[src/rtl/gnw_audio_mix.sv]
// gnw_audio_mix: N-channel melody mixer for the Game & Watch core.
// Each 1-bit melody line is scaled by its 4-bit volume. The scaled lines are
// summed into a target level. A one-pole slew limiter moves an accumulator
// toward that target once per output strobe. The result is emitted as a
// registered PCM sample with a one-cycle sample_valid pulse.
module gnw_audio_mix #(
   parameter int CHANNELS   = 2,     // melody channels, 1..8
   parameter int OUT_W      = 16,    // PCM width, 12..24
   parameter int CLK_DIV    = 2083,  // clk_sys cycles per output sample, >= 2
   parameter int SLEW_SHIFT = 4,     // step = diff >>> SLEW_SHIFT
   parameter int SIGNED_OUT = 0      // 0: unsigned sample, 1: two's complement with MSB 0
) (
   input  logic                    clk_sys,
   input  logic                    reset,
   input  logic [CHANNELS-1:0]     melody,
   input  logic [4*CHANNELS-1:0]   vol,
   input  logic                    mute,
   output logic [OUT_W-1:0]        audio_out,
   output logic                    sample_valid
);

   // Per-channel headroom: the full-scale sum of all channels still fits in OUT_W-1 bits.
   localparam int CH_BITS = (CHANNELS > 1) ? $clog2(CHANNELS) : 0;
   localparam int LVL_SH  = OUT_W - 5 - CH_BITS;
   localparam int ACC_W   = OUT_W - 1;
   localparam int DIV_W   = (CLK_DIV > 1) ? $clog2(CLK_DIV) : 1;
   localparam logic [DIV_W-1:0] DIV_LAST = DIV_W'(CLK_DIV - 1);

   // Scaled level of one channel; silent when the tone is low or muted.
   function automatic logic [ACC_W-1:0] chan_level(input logic [3:0] v, input logic on);
      chan_level = on ? (ACC_W'(v) << LVL_SH) : '0;
   endfunction

   // One slew step toward the target.
   // The shifted difference is forced to at least +/-1 so the accumulator always lands exactly.
   // |step| <= |diff| always holds, so the accumulator cannot overshoot.
   // Because of that, modulo-ACC_W addition is exact.
   function automatic logic [ACC_W-1:0] slew_next(input logic [ACC_W-1:0] acc,
                                                  input logic [ACC_W-1:0] tgt);
      logic signed [OUT_W:0] diff;
      logic signed [OUT_W:0] raw;
      logic [ACC_W-1:0]      step;
      diff = $signed({2'b00, tgt}) - $signed({2'b00, acc});
      raw  = diff >>> SLEW_SHIFT;
      if ((raw == '0) && (diff != '0)) begin
         step = diff[OUT_W] ? '1 : ACC_W'(1);
      end else begin
         step = raw[ACC_W-1:0];
      end
      slew_next = acc + step;
   endfunction

   // Map the unsigned accumulator onto the output sample format.
   function automatic logic [OUT_W-1:0] format_out(input logic [ACC_W-1:0] acc);
      if (SIGNED_OUT != 0) begin
         format_out = {1'b0, acc};
      end else begin
         format_out = {acc, 1'b0};
      end
   endfunction

   logic [CHANNELS-1:0]   melody_q, melody_d;
   logic [4*CHANNELS-1:0] vol_q, vol_d;
   logic                  mute_q, mute_d;
   logic [DIV_W-1:0]      div_q, div_d;
   logic [ACC_W-1:0]      acc_q, acc_d;
   logic [OUT_W-1:0]      audio_q, audio_d;
   logic                  valid_q, valid_d;
   logic [ACC_W-1:0]      target;
   logic                  tick;

   // Mix: sum the registered channel levels into the target; mute wins over any tone.
   always_comb begin
      target = '0;
      for (int i = 0; i < CHANNELS; i++) begin
         target = target + chan_level(vol_q[4*i +: 4], melody_q[i] & ~mute_q);
      end
   end

   // Next state: strobe divider, slew update on tick, and the output sample one cycle after tick.
   always_comb begin
      melody_d = melody;
      vol_d    = vol;
      mute_d   = mute;
      tick     = (div_q == DIV_LAST);
      div_d    = tick ? '0 : div_q + DIV_W'(1);
      acc_d    = tick ? slew_next(acc_q, target) : acc_q;
      audio_d  = tick ? format_out(acc_d) : audio_q;
      valid_d  = tick;
   end

   // State registers; reset returns every stage, including the input capture, to silence.
   always_ff @(posedge clk_sys) begin
      if (reset) begin
         melody_q <= '0;
         vol_q    <= '0;
         mute_q   <= 1'b0;
         div_q    <= '0;
         acc_q    <= '0;
         audio_q  <= '0;
         valid_q  <= 1'b0;
      end else begin
         melody_q <= melody_d;
         vol_q    <= vol_d;
         mute_q   <= mute_d;
         div_q    <= div_d;
         acc_q    <= acc_d;
         audio_q  <= audio_d;
         valid_q  <= valid_d;
      end
   end

   assign audio_out    = audio_q;
   assign sample_valid = valid_q;

endmodule

[config.mk]
export PLATFORM = sky130hd
export DESIGN_NAME = gnw_audio_mix
export DESIGN_NICKNAME = d
export VERILOG_FILES = /design/src/rtl/gnw_audio_mix.sv
export SDC_FILE = /design/constraint.sdc
export NUM_CORES = 1
export LEC_CHECK = 0
export BUFFER_PORTS_ARGS = -buffer_cell sky130_fd_sc_hd__clkbuf_2
export CAP_MARGIN = 10
export CORE_UTILIZATION = 40
export CTS_CLUSTER_DIAMETER = 100
export DETAILED_ROUTE_END_ITERATION = 12
export GPL_TIMING_DRIVEN = 0
export PLACE_DENSITY = 0.59
export SYNTH_ARGS = -nofsm -noshare
export SYNTH_HDL_FRONTEND = slang
export SYNTH_SLANG_ARGS = --single-unit
[constraint.sdc]
create_clock -name clk_sys -period 5.4 [get_ports clk_sys]
set_input_delay 0.27 -clock clk_sys [delete_from_list [all_inputs] [get_ports clk_sys]]
set_output_delay 0.27 -clock clk_sys [all_outputs]
set_load 0.01 [all_outputs]
==> flow_metrics.tcl, run 1 <==
set metrics [dict create \
    cts_buffers 5 \
    synth_ff_type "dfxtp_1" \
    hold_viol 0 \
    timing.hold.ws_ns 0.162 \
    endpoint "audio_out[13]" \
    clk_pin_slew_ns 0.09 \
    postCtsSetupBuffers 0 \
    grt_pass1_wl_mm 11.0 \
    cp-startpoint "melody_q[0]" \
    cts.sinks 54 \
    synth.net_count 387 \
    fin_area_um2 3450 \
    finClkSkew_ns 0.00510 \
    drtIter0Drc 155 \
    initial_core_util 0.418 \
    rr_endpoint "audio_out[13]" \
    slew_headroom 0.523 \
    core-area_um2 7370 \
    p_clk_frac 0.311 \
    p_per_area_nw_per_um2 216 \
    p_sw_frac 0.260 \
    cts-htree-levels 2 \
    synth_edf_count 0 \
    gp_congestion 0.802 \
    wirelength_mm 6.34 \
    place_area_um2 3350 \
    crit_fanout 8 \
    syn2layout_area_growth_pct 11.9 \
    combPwrFrac 0.143 \
    p_int_mw 0.552 \
    ys_async_sr_fraction 0 \
    cts_hold_buf 0 \
    crit_arrival_ns 5.19 \
    status "finished clean" \
    peakVddDrop_uv 132 \
    yosysWarnings 0 \
    cts-root-buf "clkbuf_8" \
    fin_crit_sh 0.920 \
    setup_viol 0 \
    vias 2484 \
    seqPwrFrac 0.546 \
    ant_nets 0 \
    fp-row-count 31 \
    antenna_cells 0 \
    power_switching_mw 0.194 \
    dieArea_um2 8060 \
    critical-path-slowest-cell "fa_1" \
    cp_data_required_time_ns 5.62 \
    tns_ns 0 \
    dr.pass1.iters 4 \
    grt_overflow 0 \
    hold_class "primary input to register" \
    crit_chain "nor2b_1 -> nand2_1 -> fa_1 -> inv_1 -> ha_1 -> a21o_1 -> a21o_1 -> a221oi_4 -> or3_1 -> o31ai_2 -> ha_1 -> fa_1 -> a211oi_1 -> o21ai_0 -> o2111ai_1 -> a21oi_1 -> o21a_1 -> o31ai_1" \
    grt_antenna_before_repair 0 \
    syn-cell-area_um2 3080 \
    cp-start-kind "register" \
    crit_path_end_kind "register" \
    grt_pass1_vias 2352 \
    grt_setup_unrepaired "false" \
    post-route-min-period_ns 4.97 \
    ctsResizeCount 0 \
    rr_startpoint "melody_q[0]" \
    drive_gt1_frac 0.134 \
    grt.total_usage 0.168 \
    drc_errors 0 \
    cts_tree "done" \
    worstRegToRegCells 18 \
    cts_buffer_depth 2 \
    max_stage_delay_ns 0.50 \
    p_total_mw 0.746 \
    final_max_slew_viol_count 0 \
    clock_latency_ns 0.31 \
    io_buffer_count 28 \
    die_w_um 89.8 \
    synth_cell_types 56 \
    crit_type "register to register" \
    die_y_um 89.8 \
    synth_seq_cells 54 \
    wl_per_cell_um 13.2 \
    postSynthAreaPerCell_um2 8.91 \
    grt_max_degree 16 \
    fmax_ghz 0.201 \
    io_pins 30 \
    syn_inst 346 \
    max_cap_viol_count 0 \
    fin_nets 422 \
    rrSetupSlack_ns 0.43 \
    dp_hpwl_mm 4.82 \
    seq_area_frac_synth 0.351 \
    detail_route.vias_per_cell 5.16 \
    p_leak_nw 1.64 \
    tightestPinTransition_ns 0.713 \
]
## worst min path at each step
stage | startpoint | endpoint | cells after the start
after detailed placement | audio_out[7] | audio_out[7] | 2
after global placement | audio_out[7] | audio_out[7] | 2
after global routing | vol[7] | vol_q[7] | 2
after floorplan | reset | mute_q | 1
final | vol[7] | vol_q[7] | 2
after CTS | vol[7] | vol_q[7] | 2
## cells in the mapped netlist (2+ instances only)
cell	count	area [µm²]
o21bai_1	2	15.0
nand4_1	3	18.8
a22o_1	9	78.8
a211oi_1	6	45.0
ha_1	23	288
or3_1	2	12.5
nor2_1	26	97.6
nand3_1	11	55.1
nand2_1	48	180
buf_2	3	15.0
nor3_1	4	20.0
a41oi_1	2	17.5
and4_1	3	26.3
nor3b_1	3	22.5
nor4b_1	3	26.3
a31oi_1	4	25.0
clkbuf_1	6	22.5
nand2b_1	2	12.5
inv_1	14	52.6
xor2_1	14	123
o21ai_0	9	45.0
fa_1	5	100
nor2b_1	13	81.3
xnor2_1	16	140
o31ai_1	2	15.0
nor3_2	2	20.0
o21a_1	2	15.0
a21o_1	7	52.6
and3_1	7	43.8
o211ai_1	3	22.5
dfxtp_1	54	1080
a21oi_1	11	55.1
and2_1	4	25.0
## registers in the layout, indices dropped and copies added, names as in the netlist
signal        cells
acc_q            15
audio_out        15
div_q            12
vol_q             8
melody_q          2
mute_q            1
sample_valid      1
## final cells by class
type                            instances  area, µm²
Timing Repair Buffer                   28        140
Buffer                                 11       58.8
Clock inverter                          1       5.00
Multi-Input combinational cell        267       1900
Sequential cell                        54       1080
Clock buffer                            7       86.3
Inverter                               14       52.6
Fill cell                             732       3920
Tap cell                               99        124
## metrics by stage
step	cells	worst slack, ns	util
5_1_grt	481	0.0425	0.468
3_3_place_gp	473	0.333	0.454
6_report	481	0.431	0.468
3_5_place_dp	473	0.380	0.454
2_1_floorplan	346	1.04	-
4_1_cts	481	0.333	0.467
## kinds of logic after synthesis
| logic type | after synthesis | synth area share |
|---|---|---|
| other | 1 | 0.00122 |
| buffers and inverters | 25 | 0.0361 |
| flip-flops | 54 | 0.351 |
| AO/OA/AOI/OAI | 68 | 0.164 |
| multiplexers | 1 | 0.00325 |
| AND/OR/NAND/NOR | 139 | 0.234 |
| adder cells (fa/ha/maj) | 28 | 0.126 |
| XOR/XNOR | 30 | 0.0852 |
## placed cells by master (no fill, tap or decap), drive strengths merged, types with 2 or more instances in the layout
cell type,count
o21a,2
nor2b,13
a211oi,6
o31ai,3
buf,4
or3,2
dfxtp,54
ha,23
nor4,2
and3,7
o21ai,9
nand4,3
a21o,7
nor2,26
a22o,10
a21oi,11
o211ai,3
nor3,6
nand3,11
inv,14
clkbuf,42
nand2,48
nor3b,4
and2,5
o21bai,2
xnor2,16
a41oi,3
fa,5
a31oi,4
and4,3
nand2b,2
xor2,14
nor4b,3
## critical path: cells and delay by family, from the launching register on
family	cells	cell delay, ns
simple gates	3	0.57
buf+inv	1	0.04
flops	1	0.31
compound gates	10	2.42
fa+ha+maj	4	1.54
## metal layers
metal  up-vias  routed length (µm)  part of all wire  track usage
met3         8                 308             0.049       0.0288
met1      1142                3070              0.48        0.228
li1       1283                   -                 -            -
met2        51                2860              0.45        0.267
met4         0                 105             0.017       0.0615
met5         -                   0                 0            0
## power groups by stage
stage | registers [mW] | clock network (mW) | logic [mW]
after floorplan | 0.416 | 0 | 0.0781
after global placement | 0.417 | 0 | 0.101
after detailed placement | 0.417 | 0 | 0.102
after CTS | 0.408 | 0.243 | 0.103
after global routing | 0.408 | 0.262 | 0.120
final | 0.407 | 0.232 | 0.107
Note: power is estimated with default switching activity, not from simulation.
==> run 2, diff against run 1 <==
PLACE_DENSITY = unset   (was 0.59)
==> flow_metrics.tcl, run 2 (same netlist as run 1, synthesis figures left out) <==
set metrics [dict create \
    multiInputGateArea_um2 1910 \
    io_pins 30 \
    endpoint "audio_out[13]" \
    place_area_um2 3350 \
    cts_tree "done" \
    slew_headroom 0.537 \
    worstHoldStart "vol[6]" \
    peakVddDrop_uv 163 \
    wirelength_mm 6.38 \
    status "finished clean" \
    cts_buffers 5 \
    detail_route.vias_per_cell 5.14 \
    grt.total_usage 0.167 \
    fmax_ghz 0.203 \
    tns_ns 0 \
    p_total_mw 0.798 \
    io_buffer_count 28 \
    hold_class "primary input to register" \
    crit_arrival_ns 5.16 \
    critical-path-slowest-cell "fa_1" \
    cp-startpoint "mute_q" \
    crit_fanout 8 \
    fin_area_um2 3480 \
    dr.pass1.iters 4 \
    crit_path_end_kind "register" \
    wl_per_cell_um 13.3 \
    fin_nets 422 \
    crit_chain "nor2b_1 -> nand2_1 -> fa_1 -> inv_1 -> ha_1 -> a21o_1 -> a21o_1 -> a221oi_4 -> or3_1 -> o31ai_2 -> ha_1 -> fa_1 -> a211oi_1 -> o21ai_0 -> o2111ai_2 -> a21oi_1 -> o21a_1 -> o31ai_1" \
    die_y_um 89.8 \
    register_area_um2 1080 \
    dieArea_um2 8060 \
    die_w_um 89.8 \
    drc_errors 0 \
    vias 2470 \
    mostFrequentLayoutCell "dfxtp_1" \
    clock_latency_ns 0.32 \
    dp_slack_ns 0.292 \
    grt_setup_unrepaired "false" \
    gp_congestion 0.774 \
    rrSetupSlack_ns 0.47 \
    grt_pass1_wl_mm 11.0 \
    fin_crit_sh 0.912 \
    drtIter0Drc 160 \
    tightestPinTransition_ns 0.692 \
    cts_hold_buf 0 \
    cts-htree-levels 2 \
    grt_antenna_before_repair 0 \
    grt_overflow 0 \
    dp_hpwl_mm 4.96 \
    crit_type "register to register" \
    setup_viol 0 \
    max_stage_delay_ns 0.51 \
    rr_endpoint "audio_out[13]" \
    ant_nets 0 \
    finClkSkew_ns 0.00629 \
    n_fill_cell 747 \
    cp_data_required_time_ns 5.63 \
    final_max_slew_viol_count 0 \
    max_cap_viol_count 0 \
    syn2layout_area_growth_pct 12.9 \
    core-area_um2 7370 \
    rr_startpoint "mute_q" \
    initial_core_util 0.418 \
    final_cell_mix "dfxtp_1 (54), nand2_1 (48), clkbuf_2 (28)" \
    hold_viol 0 \
    cts.sinks 54 \
    setup_ws_ns 0.473 \
    fp-row-count 31 \
    grt_pass1_vias 2339 \
    clk_pin_slew_ns 0.10 \
    cts-root-buf "clkbuf_8" \
    worstRegToRegCells 18 \
    p_per_area_nw_per_um2 229 \
    antenna_cells 0 \
    cts_buffer_depth 2 \
    cp-start-kind "register" \
    post-route-min-period_ns 4.93 \
    drive_gt1_frac 0.139 \
    grt_max_degree 19 \
    p_leak_nw 1.65 \
]
## run 2: cell type report
cell class                 instances  area share
clock buffer                       5      0.0198
clock inverter                     3      0.0137
tap                               99      0.0356
inverter                          14      0.0151
sequential                        54       0.311
timing repair buffer              28      0.0403
multi-input combinational        267       0.548
buffer                            11      0.0169
## run 2: worst min path at each step
stage                    to  slack [ns]  cells past startpoint
3_3_place_gp   audio_out[7]        0.43                      2
5_1_grt            vol_q[3]        0.16                      2
2_1_floorplan        mute_q        0.34                      1
4_1_cts            vol_q[6]        0.15                      2
6_report           vol_q[6]        0.16                      2
3_5_place_dp   audio_out[7]        0.43                      2
## run 2: report_power, final
part	leakage, nW	internal (mW)	switching (mW)
sequential	0.438	0.404	0.00319
clock	0.0591	0.142	0.142
combinational	1.15	0.0441	0.0631
## run 2: worst max-delay path: cells and delay by family (launching register included)
| family | cells | cell delay (ns) |
|---|---|---|
| flip-flops | 1 | 0.33 |
| AO/OA/AOI/OAI | 10 | 2.34 |
| adder cells (fa/ha/maj) | 4 | 1.56 |
| AND/OR/NAND/NOR | 3 | 0.58 |
| buffers and inverters | 1 | 0.04 |
## run 2: metrics by stage
| step | utilization | instances | hold WS [ns] |
|---|---|---|---|
| 2_1_floorplan | - | 346 | 0.342 |
| 3_3_place_gp | 0.454 | 473 | 0.430 |
| 3_5_place_dp | 0.454 | 473 | 0.433 |
| 4_1_cts | 0.470 | 481 | 0.150 |
| 5_1_grt | 0.472 | 481 | 0.162 |
| 6_report | 0.472 | 481 | 0.157 |
## run 2: repair_timing
action | 4_1_cts | 5_1_grt
gates resized for setup | 0 | 2
endpoints found under the setup margin | 0 | 6
setup buffers | 0 | 0
## run 2: metal layers
layer / global-route usage / routed length (µm) / vias to the layer above
met1: 0.224 / 3230 / 1137
met4: 0.0383 / 60 / 0
met2: 0.281 / 2870 / 37
li1: - / - / 1289
met5: 0 / 0 / -
met3: 0.0279 / 223 / 7
